File: config.mk
export PLATFORM = sky130hd
export DESIGN_NAME = shift_req_arbiter_flat
export DESIGN_NICKNAME = d
export VERILOG_FILES = /design/src/rtl/shift_req_arbiter_if.sv /design/src/rtl/shift_req_arbiter.sv /design/src/flat_wrapper.sv
export SDC_FILE = /design/constraint.sdc
export NUM_CORES = 1
export LEC_CHECK = 0
export CORE_ASPECT_RATIO = 0.7
export CORE_MARGIN = 5
export CORE_UTILIZATION = 65
export DETAILED_ROUTE_END_ITERATION = 8
export DONT_BUFFER_PORTS = 1
export PLACE_DENSITY = 0.9
export SETUP_SLACK_MARGIN = 0.1
export SLEW_MARGIN = 25
export SYNTH_ARGS = -nofsm -noshare
export SYNTH_HDL_FRONTEND = slang
export SYNTH_SLANG_ARGS = --single-unit
File: constraint.sdc
create_clock -name clk -period 2.3 [get_ports clk]
set_input_delay 0.23 -clock clk [delete_from_list [all_inputs] [get_ports clk]]
set_output_delay 0.23 -clock clk [all_outputs]
set_load 0.05 [all_outputs]
File: src/rtl/shift_req_arbiter_if.sv
// Purpose: bundles the two requester ports, the external shifter hookup and the result port.
// Latency: none, signal bundle only.
// Backpressure: carried by reqX_ready / res_ready inside the bundle.
// Ports (signals):
//   req0_*/req1_*  valid/ready + operand a (signed) and shift amount b (unsigned) per requester
//   sh_a/sh_b/sh_y  operands out to, and result back from, the external arithmetic-right shifter
//   res_*           registered result with valid/ready and requester ID tag
//   done0/1_cnt     wrapping per-requester count of results handed to the consumer
// Modports: slave = arbiter view, master = surrounding logic (requesters, shifter, consumer).
interface shift_req_arbiter_if #(
  parameter int N     = 8,
  parameter int CNT_W = 16
);
  logic             req0_valid;
  logic             req0_ready;
  logic [N-1:0]     req0_a;
  logic [N-1:0]     req0_b;
  logic             req1_valid;
  logic             req1_ready;
  logic [N-1:0]     req1_a;
  logic [N-1:0]     req1_b;
  logic [N-1:0]     sh_a;
  logic [N-1:0]     sh_b;
  logic [N-1:0]     sh_y;
  logic             res_valid;
  logic             res_ready;
  logic [N-1:0]     res_out;
  logic             res_id;
  logic [CNT_W-1:0] done0_cnt;
  logic [CNT_W-1:0] done1_cnt;

  modport slave (
    input  req0_valid, req0_a, req0_b,
    input  req1_valid, req1_a, req1_b,
    input  sh_y, res_ready,
    output req0_ready, req1_ready,
    output sh_a, sh_b,
    output res_valid, res_out, res_id,
    output done0_cnt, done1_cnt
  );

  modport master (
    output req0_valid, req0_a, req0_b,
    output req1_valid, req1_a, req1_b,
    output sh_y, res_ready,
    input  req0_ready, req1_ready,
    input  sh_a, sh_b,
    input  res_valid, res_out, res_id,
    input  done0_cnt, done1_cnt
  );
endinterface

File: src/rtl/shift_req_arbiter.sv
// Purpose: round-robin share of one external N-bit arithmetic-right shifter between two requesters.
// Latency: 1 cycle from accept (valid&ready) to res_valid; sustains one op per cycle.
// Backpressure: res_valid & !res_ready stalls both requesters; result, ID and arbitration state hold.
// Ports:
//   clk    rising-edge clock
//   rst_n  asynchronous active-low reset; discards any pending result
//   bus    shift_req_arbiter_if.slave (requesters, shifter hookup, result, completion counters)
module shift_req_arbiter #(
  parameter int N     = 8,
  parameter int CNT_W = 16
) (
  input  logic                clk,
  input  logic                rst_n,
  shift_req_arbiter_if.slave  bus
);

  logic             res_valid_q;
  logic [N-1:0]     res_out_q;
  logic             res_id_q;
  logic             last_grant_q;
  logic [CNT_W-1:0] done0_q;
  logic [CNT_W-1:0] done1_q;

  logic can_accept;
  logic gnt_vld;
  logic gnt_id;
  logic accept;
  logic drain;

  // Grant only looks at the valids, never at the operands, so ready has no
  // combinational path from a requester's own a/b.
  always_comb begin
    gnt_vld = bus.req0_valid | bus.req1_valid;
    gnt_id  = bus.req1_valid;
    if (bus.req0_valid && bus.req1_valid) begin
      gnt_id = ~last_grant_q;
    end
  end

  // The output register can take a new result if empty or being emptied now.
  assign can_accept = ~res_valid_q | bus.res_ready;
  assign accept     = can_accept & gnt_vld;
  assign drain      = res_valid_q & bus.res_ready;

  assign bus.req0_ready = accept & ~gnt_id;
  assign bus.req1_ready = accept & gnt_id;

  // gnt_id is 0 when nobody is valid, so the idle shifter sees req0's operands.
  assign bus.sh_a = gnt_id ? bus.req1_a : bus.req0_a;
  assign bus.sh_b = gnt_id ? bus.req1_b : bus.req0_b;

  always_ff @(posedge clk or negedge rst_n) begin
    if (!rst_n) begin
      res_valid_q  <= 1'b0;
      res_out_q    <= '0;
      res_id_q     <= 1'b0;
      last_grant_q <= 1'b1;  // makes requester 0 win the first tie
    end else begin
      if (accept) begin
        res_valid_q  <= 1'b1;
        res_out_q    <= bus.sh_y;
        res_id_q     <= gnt_id;
        last_grant_q <= gnt_id;
      end else if (drain) begin
        res_valid_q  <= 1'b0;
      end
    end
  end

  // Completion counters credit the requester whose result is leaving,
  // i.e. the ID currently in the register, not the one being accepted.
  always_ff @(posedge clk or negedge rst_n) begin
    if (!rst_n) begin
      done0_q <= '0;
      done1_q <= '0;
    end else if (drain) begin
      if (res_id_q) begin
        done1_q <= done1_q + CNT_W'(1);
      end else begin
        done0_q <= done0_q + CNT_W'(1);
      end
    end
  end

  assign bus.res_valid = res_valid_q;
  assign bus.res_out   = res_out_q;
  assign bus.res_id    = res_id_q;
  assign bus.done0_cnt = done0_q;
  assign bus.done1_cnt = done1_q;

endmodule
File: src/flat_wrapper.sv
// flat-port wrapper written by rule: the top's interface ports become plain ports
module shift_req_arbiter_flat 
#(
  parameter int N     = 8,
  parameter int CNT_W = 16
)
  (clk, rst_n, bus_req0_valid, bus_req0_a, bus_req0_b, bus_req1_valid, bus_req1_a, bus_req1_b, bus_sh_y, bus_res_ready, bus_req0_ready, bus_req1_ready, bus_sh_a, bus_sh_b, bus_res_valid, bus_res_out, bus_res_id, bus_done0_cnt, bus_done1_cnt);
  shift_req_arbiter_if #(.N(N), .CNT_W(CNT_W)) bus_i ();
  input  logic clk;
  input  logic rst_n;
  input wire logic [$bits(bus_i.req0_valid)-1:0] bus_req0_valid;
  input wire logic [$bits(bus_i.req0_a)-1:0] bus_req0_a;
  input wire logic [$bits(bus_i.req0_b)-1:0] bus_req0_b;
  input wire logic [$bits(bus_i.req1_valid)-1:0] bus_req1_valid;
  input wire logic [$bits(bus_i.req1_a)-1:0] bus_req1_a;
  input wire logic [$bits(bus_i.req1_b)-1:0] bus_req1_b;
  input wire logic [$bits(bus_i.sh_y)-1:0] bus_sh_y;
  input wire logic [$bits(bus_i.res_ready)-1:0] bus_res_ready;
  output wire logic [$bits(bus_i.req0_ready)-1:0] bus_req0_ready;
  output wire logic [$bits(bus_i.req1_ready)-1:0] bus_req1_ready;
  output wire logic [$bits(bus_i.sh_a)-1:0] bus_sh_a;
  output wire logic [$bits(bus_i.sh_b)-1:0] bus_sh_b;
  output wire logic [$bits(bus_i.res_valid)-1:0] bus_res_valid;
  output wire logic [$bits(bus_i.res_out)-1:0] bus_res_out;
  output wire logic [$bits(bus_i.res_id)-1:0] bus_res_id;
  output wire logic [$bits(bus_i.done0_cnt)-1:0] bus_done0_cnt;
  output wire logic [$bits(bus_i.done1_cnt)-1:0] bus_done1_cnt;
  assign bus_i.req0_valid = bus_req0_valid;
  assign bus_i.req0_a = bus_req0_a;
  assign bus_i.req0_b = bus_req0_b;
  assign bus_i.req1_valid = bus_req1_valid;
  assign bus_i.req1_a = bus_req1_a;
  assign bus_i.req1_b = bus_req1_b;
  assign bus_i.sh_y = bus_sh_y;
  assign bus_i.res_ready = bus_res_ready;
  assign bus_req0_ready = bus_i.req0_ready;
  assign bus_req1_ready = bus_i.req1_ready;
  assign bus_sh_a = bus_i.sh_a;
  assign bus_sh_b = bus_i.sh_b;
  assign bus_res_valid = bus_i.res_valid;
  assign bus_res_out = bus_i.res_out;
  assign bus_res_id = bus_i.res_id;
  assign bus_done0_cnt = bus_i.done0_cnt;
  assign bus_done1_cnt = bus_i.done1_cnt;
  shift_req_arbiter #(.N(N), .CNT_W(CNT_W)) u_core (.clk(clk), .rst_n(rst_n), .bus(bus_i));
endmodule
After elaboration in Yosys (flattened, before gate mapping)
Cells that the tools add are included.
- memories kept: 0
- register bits: 43
- output and inout port bits: 60
- bits in writable memories: 0
- input bits: 45
- word-level logic and storage cells: 27
- bits in latches: 0
- memory bits (read-only): 0
- bitwise gates (word level): 10
- multipliers: 0
- magnitude comparators: 0
- eq/ne operators: 0
- divide/modulo/power cells: 0
- add/sub/neg operators: 2
- reduce and logical (&&, ||, !) cells: 4
- shift operators: 0
- multiplexer cells: 5
- operator list (cell ; count):
    adder 16 x 1 -> 16 bit, second input constant ; 2
    2-to-1 mux 8 bit ; 2
    AND 1 bit ; 4
    inverter 1 bit ; 4
    AND reduction 2 bit ; 2
    2-to-1 mux 1 bit ; 3
    OR 1 bit ; 2
    nonzero test 2 bit ; 1
    logical AND 1 bit ; 1

Depth between registers and ports, before layout
Gate-level depths: netlist of run 1.
- depth after elaboration: 4
- depth in mapped cells: 5
- depth with buffers taken out: 5

Least setup slack after synthesis of run 1
Ideal clock, no wire load.
- kind: reg-to-output
- from: register u_core.res_valid_q (netlist: u_core.bus.res_valid)
- to: output port bus_req0_ready
- required time: 2.070 ns
- stages on the path, launching flop included: 5
- buffers on the path: 1
- slack: 0.267 ns
- arrival time: 1.803 ns
- cell sequence: dfrtp_1 -> or2b_1 -> o21ai_0 -> clkbuf_1 -> nor2_1
- cells in the longest elaborated chain, start to end: 4
- RTL lines (element ; RTL line ; source):
    from (decl) ; shift_req_arbiter.sv:17 ; logic res_valid_q;
    from (signal assigned) ; shift_req_arbiter.sv:54 ; res_valid_q <= 1'b0;
    from (signal assigned) ; shift_req_arbiter.sv:60 ; res_valid_q <= 1'b1;
    from (signal assigned) ; shift_req_arbiter.sv:65 ; res_valid_q <= 1'b0;
    inverter 1 bit ; shift_req_arbiter.sv:41 ; assign can_accept = ~res_valid_q | bus.res_ready;
    OR 1 bit ; shift_req_arbiter.sv:41 ;
    AND 1 bit ; shift_req_arbiter.sv:42 ; assign accept = can_accept & gnt_vld;
    AND 1 bit ; shift_req_arbiter.sv:45 ; assign bus.req0_ready = accept & ~gnt_id;
    to (decl) ; flat_wrapper.sv:19 ; output wire logic [$bits(bus_i.req0_ready)-1:0] bus_req0_ready;
No other way between the ends.

Final worst setup path of run 1
- from: register u_core.last_grant_q
- to: output port bus_sh_b[6]
- cells in the longest elaborated chain, start to end: 3
- RTL lines (element ; RTL line ; source):
    from (decl) ; shift_req_arbiter.sv:20 ; logic last_grant_q;
    from (signal assigned) ; shift_req_arbiter.sv:63 ; last_grant_q <= gnt_id;
    inverter 1 bit ; shift_req_arbiter.sv:36 ; gnt_id = ~last_grant_q;
    2-to-1 mux 1 bit ; shift_req_arbiter.sv:35 ; if (bus.req0_valid && bus.req1_valid) begin
    2-to-1 mux 8 bit ; shift_req_arbiter.sv:50 ; assign bus.sh_b = gnt_id ? bus.req1_b : bus.req0_b;
    to (decl) ; flat_wrapper.sv:22 ; output wire logic [$bits(bus_i.sh_b)-1:0] bus_sh_b;
No other way between the ends.

==> results of run 1 <==
## final cells by class
cell class,count,area share
timing repair buffer,28,0.0944
multi-input combinational,136,0.388
inverter,3,0.00472
clock buffer,8,0.0420
sequential,43,0.451
tap,38,0.0199
## Yosys cell counts (all sizes together), types with 3 or more instances
| library cell | instances | share of area |
|---|---|---|
| and3 | 4 | 0.012 |
| dfrtp | 42 | 0.52 |
| inv | 3 | 0.0055 |
| mux2 | 17 | 0.094 |
| nand2 | 38 | 0.070 |
| nand3 | 14 | 0.037 |
| nand4 | 5 | 0.015 |
| nor2 | 9 | 0.017 |
| nor3 | 4 | 0.012 |
| xnor2 | 21 | 0.091 |
| xor2 | 9 | 0.039 |
## state kept, by name, summed over array words and instances, names as in the netlist
name,flops
u_core.bus.done0_cnt,16
u_core.bus.done1_cnt,16
u_core.bus.res_id,1
u_core.bus.res_out,8
u_core.bus.res_valid,1
u_core.last_grant_q,1
## through the flow
| stage | hold slack, ns | cell area [um^2] | utilization |
|---|---|---|---|
| finish | 0.0374 | 2390 | 0.774 |
| global route | 0.0383 | 2390 | 0.774 |
| CTS | 0.0262 | 2390 | 0.774 |
| detailed placement | -0.0645 | 2260 | 0.731 |
| global placement | -0.0643 | 2260 | 0.731 |
| floorplan | -0.0656 | 2030 | - |
## critical path, delay by kind of cell, from the launching register on
| kind | cells | cell delay, ns |
|---|---|---|
| compound gates | 1 | 0.37 |
| buf+inv | 1 | 0.27 |
| flops | 1 | 0.38 |
| mux | 1 | 0.48 |
## worst min path at each step
stage / from / endpoint / slack (ns) / cells after the start
6_report: bus_req0_valid / u_core.bus.res_valid / 0.04 / 2
5_1_grt: bus_sh_y[2] / u_core.bus.res_out[2] / 0.04 / 2
4_1_cts: bus_req0_valid / u_core.bus.res_valid / 0.03 / 2
3_5_place_dp: rst_n / u_core.bus.done0_cnt[15] / -0.06 / 0
3_3_place_gp: rst_n / u_core.bus.done0_cnt[15] / -0.06 / 0
2_1_floorplan: rst_n / u_core.bus.done0_cnt[0] / -0.07 / 0
## per-layer routing
layer  track usage  vias up
met5             0        -
met4        0.0998        0
met3         0.115        8
met2         0.357       82
met1         0.274      750
li1              -      694
## cells by family after synthesis
family | Yosys count | synth area share
flip-flops | 43 | 0.531
XOR/XNOR | 30 | 0.129
buffers and inverters | 7 | 0.0142
multiplexers | 17 | 0.0943
adder cells (fa/ha/maj) | 2 | 0.0123
AO/OA/AOI/OAI | 5 | 0.0191
AND/OR/NAND/NOR | 82 | 0.200
## power breakdown
group | switching (mW) | total, mW | internal [mW] | leakage [nW]
combinational | 0.675 | 0.937 | 0.262 | 0.543
clock | 0.239 | 0.513 | 0.274 | 0.0515
sequential | 0.163 | 1.03 | 0.872 | 0.552
## what timing repair did
item | CTS | global route
hold buffers | 2 | 0
setup endpoints to repair | 0 | 0
endpoints found under the hold margin | 43 | 0
==> reports/metrics.csv, run 1 <==
metric,value,unit
status,"finished, final reports clean",
Initial DRT Pass Iterations,4,
Main synth FF type,dfrtp_1,
postcts setup bufs,0,
final setup margin,0.277,ns
DRC,0,
Final Routed Wirelength,4890,um
vias per cell,5.99,
gp weighted congestion,0.860,
Clock Tree Root,clkbuf_8,
pwr/cell area,1040,nW/um^2
Reg area,1080,um^2
most frequent cells in the layout,"42 x dfrtp_1, 38 x nand2_1, 26 x buf_4",
CP Launch Type,flip-flop,
IO Count,105,
"Power, Total",2.48,mW
post-synth cell types,28,
"FF+latch count, synth",43,
R2R Setup Slk,0.44,ns
Die Y,56.8,um
Async SR Flop Fraction,1.00,
row count,17,
share of cells above drive strength 1,0.257,
FF-to-FF End,u_core.bus.done0_cnt[8],
IO Port Bufs,0,
met3 wire length,517,um
average wire per standard cell,19.1,um
Worst-path clk slew,0.07,ns
maximum clock frequency,494,MHz
Tot GR Track Use,0.232,
crit end category,output port,
Core Footprint,3080,um^2
final worst path period share,0.880,
Worst EP required,2.07,ns
WS Path Type,reg -> out,
"slowest stage delay, CP",0.48,ns
Initial Utilization,0.658,
Final Hold Fails,0,
YS warnings,0,
nets,264,
reg2reg start,u_core.bus.res_id,
"commonest non-fill, non-tap cell in the layout",dfrtp_1,
ant diodes,0,
number of flops mapped to enable cells by yosys,0,
"Seq/Total Area, Yosys",0.530,
Least-Margin Pin Slew,0.636,ns
footprint of the multi-input gates,925,um^2
Synth Cell Area,2030,um^2
RSZ-0062 raised after global routing,false,
clock sinks,43,
relative slew slack,0.573,
Antenna Nets Post-Route,0,
worst r2r path cells,4,
"Cell Count, Final, Fillers Out",256,
Post-Place Cells,246,
worst vdd ir,0.827,mV
leakage power,1.15,nW
Clock Latency Late Sink,0.29,ns
post_cts resized,0,
fillcell total,204,
pins over their slew limit,0,
number of global-route vias before repair,1571,
Max Used Layer,met4,
Metal-1 WL,1820,um
total of max-cap violations,0,
largest net degree at the start of global routing,44,
Post-Route Skew,0.00413,ns
CTS max path bufs,2,
Fin Setup TNS,0,ns
clock tree from TritonCTS,built,
via count,1534,
Hold/Removal Path Class,in -> reg,
Tmin final,2.02,ns
H-tree Lvls,2,
dpl ws,0.497,ns
crit path from,u_core.last_grant_q,
cells after synthesis,186,
global-route wire length before repair,7860,um
total gr overflow,0,
die area,4360,um^2
cells along the critical path,a21boi_2 > buf_4 > mux2_2,
Initial DRC Count,80,
CP arrival,1.79,ns
DIE WIDTH,76.8,um
average cell area after synthesis,10.9,um^2
hpwl dp,3770,um
post-synth net total,233,
CP Capture Point,bus_sh_b[6],
crit path max fanout,10,
initial antenna violation count,0,
met2 routed WL,2460,um
Final setup viols,0,
total CTS buffers,5,
Critical Path Slowest Stage Cell,mux2_2,
Area Overhead vs Synth,17.5,%
(Power assumes the default switching activity.)
==> run 2: changes to the inputs <==
MAX_ROUTING_LAYER = met4   (was not set)
==> run 2 against run 1 <==
  * Sequential share of layout area unchanged
  * Non-clock buffer count unchanged
  * Critical path depth unchanged
  * Sequential power about the same
  * Hold slack got worse by 0.0066 ns
  * Sequential cell count unchanged
  * Power increased by 0.14%
  * Highest routed layer unchanged
==> reports/metrics.csv, run 2 (synthesized netlist as in run 1, its figures left out) <==
metric,value,unit,change
Initial DRT Pass Iterations,4,,unchanged
crit end category,output port,,
DRC,0,,unchanged
placed cell area,2260,um^2,unchanged
Fin Setup TNS,0,ns,unchanged
number of global-route vias before repair,1569,,-0.13%
average wire per standard cell,19.2,um,+0.55%
WS Path Type,reg -> out,,
Final Hold Fails,0,,unchanged
pins over their slew limit,0,,unchanged
hpwl dp,3770,um,unchanged
die area,4360,um^2,unchanged
Core Footprint,3080,um^2,unchanged
leakage power,1.15,nW,unchanged
maximum clock frequency,493,MHz,-0.34%
"commonest non-fill, non-tap cell in the layout",dfrtp_1,,
nets,264,,unchanged
CP arrival,1.80,ns,about the same
fillcell total,204,,unchanged
global-route wire length before repair,7870,um,about the same
via count,1533,,-0.065%
row count,17,,unchanged
most frequent cells in the layout,"42 x dfrtp_1, 38 x nand2_1, 26 x buf_4",,
Clock Tree Root,clkbuf_8,,
Area Overhead vs Synth,17.5,%,unchanged
Die Y,56.8,um,unchanged
"Power, Total",2.49,mW,+0.14%
Worst-path clk slew,0.07,ns,about the same
status,"finished, final reports clean",,
clock tree from TritonCTS,built,,
Final setup viols,0,,unchanged
final instance area,2390,um^2,unchanged
IO Count,105,,unchanged
Initial DRC Count,67,,-16%
total gr overflow,0,,unchanged
Antenna Nets Post-Route,0,,unchanged
Least-Margin Pin Slew,0.637,ns,+0.00169 ns
H-tree Lvls,2,,unchanged
total CTS buffers,5,,unchanged
Post-Route Skew,0.00409,ns,-0.0000405 ns
Hold/Removal Path Class,in -> reg,,
ant diodes,0,,unchanged
Tmin final,2.03,ns,+0.00686 ns
worst vdd ir,0.827,mV,about the same
CTS max path bufs,2,,unchanged
vias per cell,5.99,,about the same
Final Routed Wirelength,4920,um,+0.55%
initial antenna violation count,0,,unchanged
Clock Latency Late Sink,0.30,ns,about the same
crit path max fanout,10,,unchanged
Initial Utilization,0.658,,unchanged
IO Port Bufs,0,,unchanged
largest net degree at the start of global routing,44,,unchanged
DIE WIDTH,76.8,um,unchanged
RSZ-0062 raised after global routing,false,,
Worst EP required,2.07,ns,about the same
Tot GR Track Use,0.239,,+0.00695
pwr/cell area,1040,nW/um^2,+0.14%
relative slew slack,0.572,,-0.00113
share of cells above drive strength 1,0.257,,unchanged
gp weighted congestion,0.874,,+1.6%
CP Launch Type,flip-flop,,
final worst path period share,0.883,,+0.00298
total of max-cap violations,0,,unchanged
clock sinks,43,,unchanged
==> run 2: cell counts in the layout (fill, tap and decap cells not counted) <==
Identical to the previous run, type by type.
==> run 2: worst paths after layout <==
kind | from | to | slack (ns) | depth (start not counted)
max | u_core.last_grant_q | bus_sh_b[6] | 0.27 | 3
min | bus_req0_valid | u_core.bus.res_valid | 0.03 | 2
max reg2reg | u_core.bus.res_id | u_core.bus.done0_cnt[8] | 0.44 | 4
min reg2reg | u_core.last_grant_q | u_core.last_grant_q | 0.53 | 1
max in group asynchronous | rst_n | u_core.last_grant_q | 1.62 | 2
min in group asynchronous | rst_n | u_core.bus.done0_cnt[4] | 0.42 | 2
==> run 2: power breakdown <==
group	leakage (nW)	switching, mW	total [mW]	internal (mW)
clock	0.0515	0.243	0.517	0.274
combinational	0.543	0.674	0.937	0.262
sequential	0.552	0.163	1.03	0.872
total	1.15	1.08	2.49	1.41
==> run 2: final cells by class <==
| class | instances | area (um^2) | share of cell area |
|---|---|---|---|
| multi-input combinational | 136 | 925 | 0.388 |
| clock buffer | 8 | 100 | 0.0420 |
| timing repair buffer | 28 | 225 | 0.0944 |
| inverter | 3 | 11.3 | 0.00472 |
| sequential | 43 | 1080 | 0.451 |
| tap | 38 | 47.5 | 0.0199 |
==> run 2: critical path, stage by stage, from the launching register on <==
cell and delay, ns:
dfstp_2 0.38, a21boi_2 0.37, buf_4 0.27, mux2_2 0.48
==> run 2: repair_timing <==
action / in CTS / in global routing
hold buffers: 2 / 0
resized for setup: 0 / 0
buffers inserted: 0 / 0
endpoints found under the hold margin: 43 / 0
==> run 2: per-layer routing <==
layer | up-vias | GRT usage | part of all wire
li1 | 693 | - | -
met1 | 756 | 0.283 | 0.39
met2 | 72 | 0.358 | 0.49
met3 | 12 | 0.104 | 0.088
met4 | 0 | 0.0973 | 0.026
met5 | - | - | 0
==> run 2: stage by stage <==
stage / util / std cells / setup slack [ns] / hold WS (ns)
after floorplan: - / 186 / 0.267 / -0.0656
after global placement: 0.731 / 246 / 0.657 / -0.0643
after detailed placement: 0.731 / 246 / 0.497 / -0.0645
after CTS: 0.774 / 256 / 0.272 / 0.0262
after global routing: 0.774 / 256 / 0.180 / 0.0383
final: 0.774 / 256 / 0.270 / 0.0308
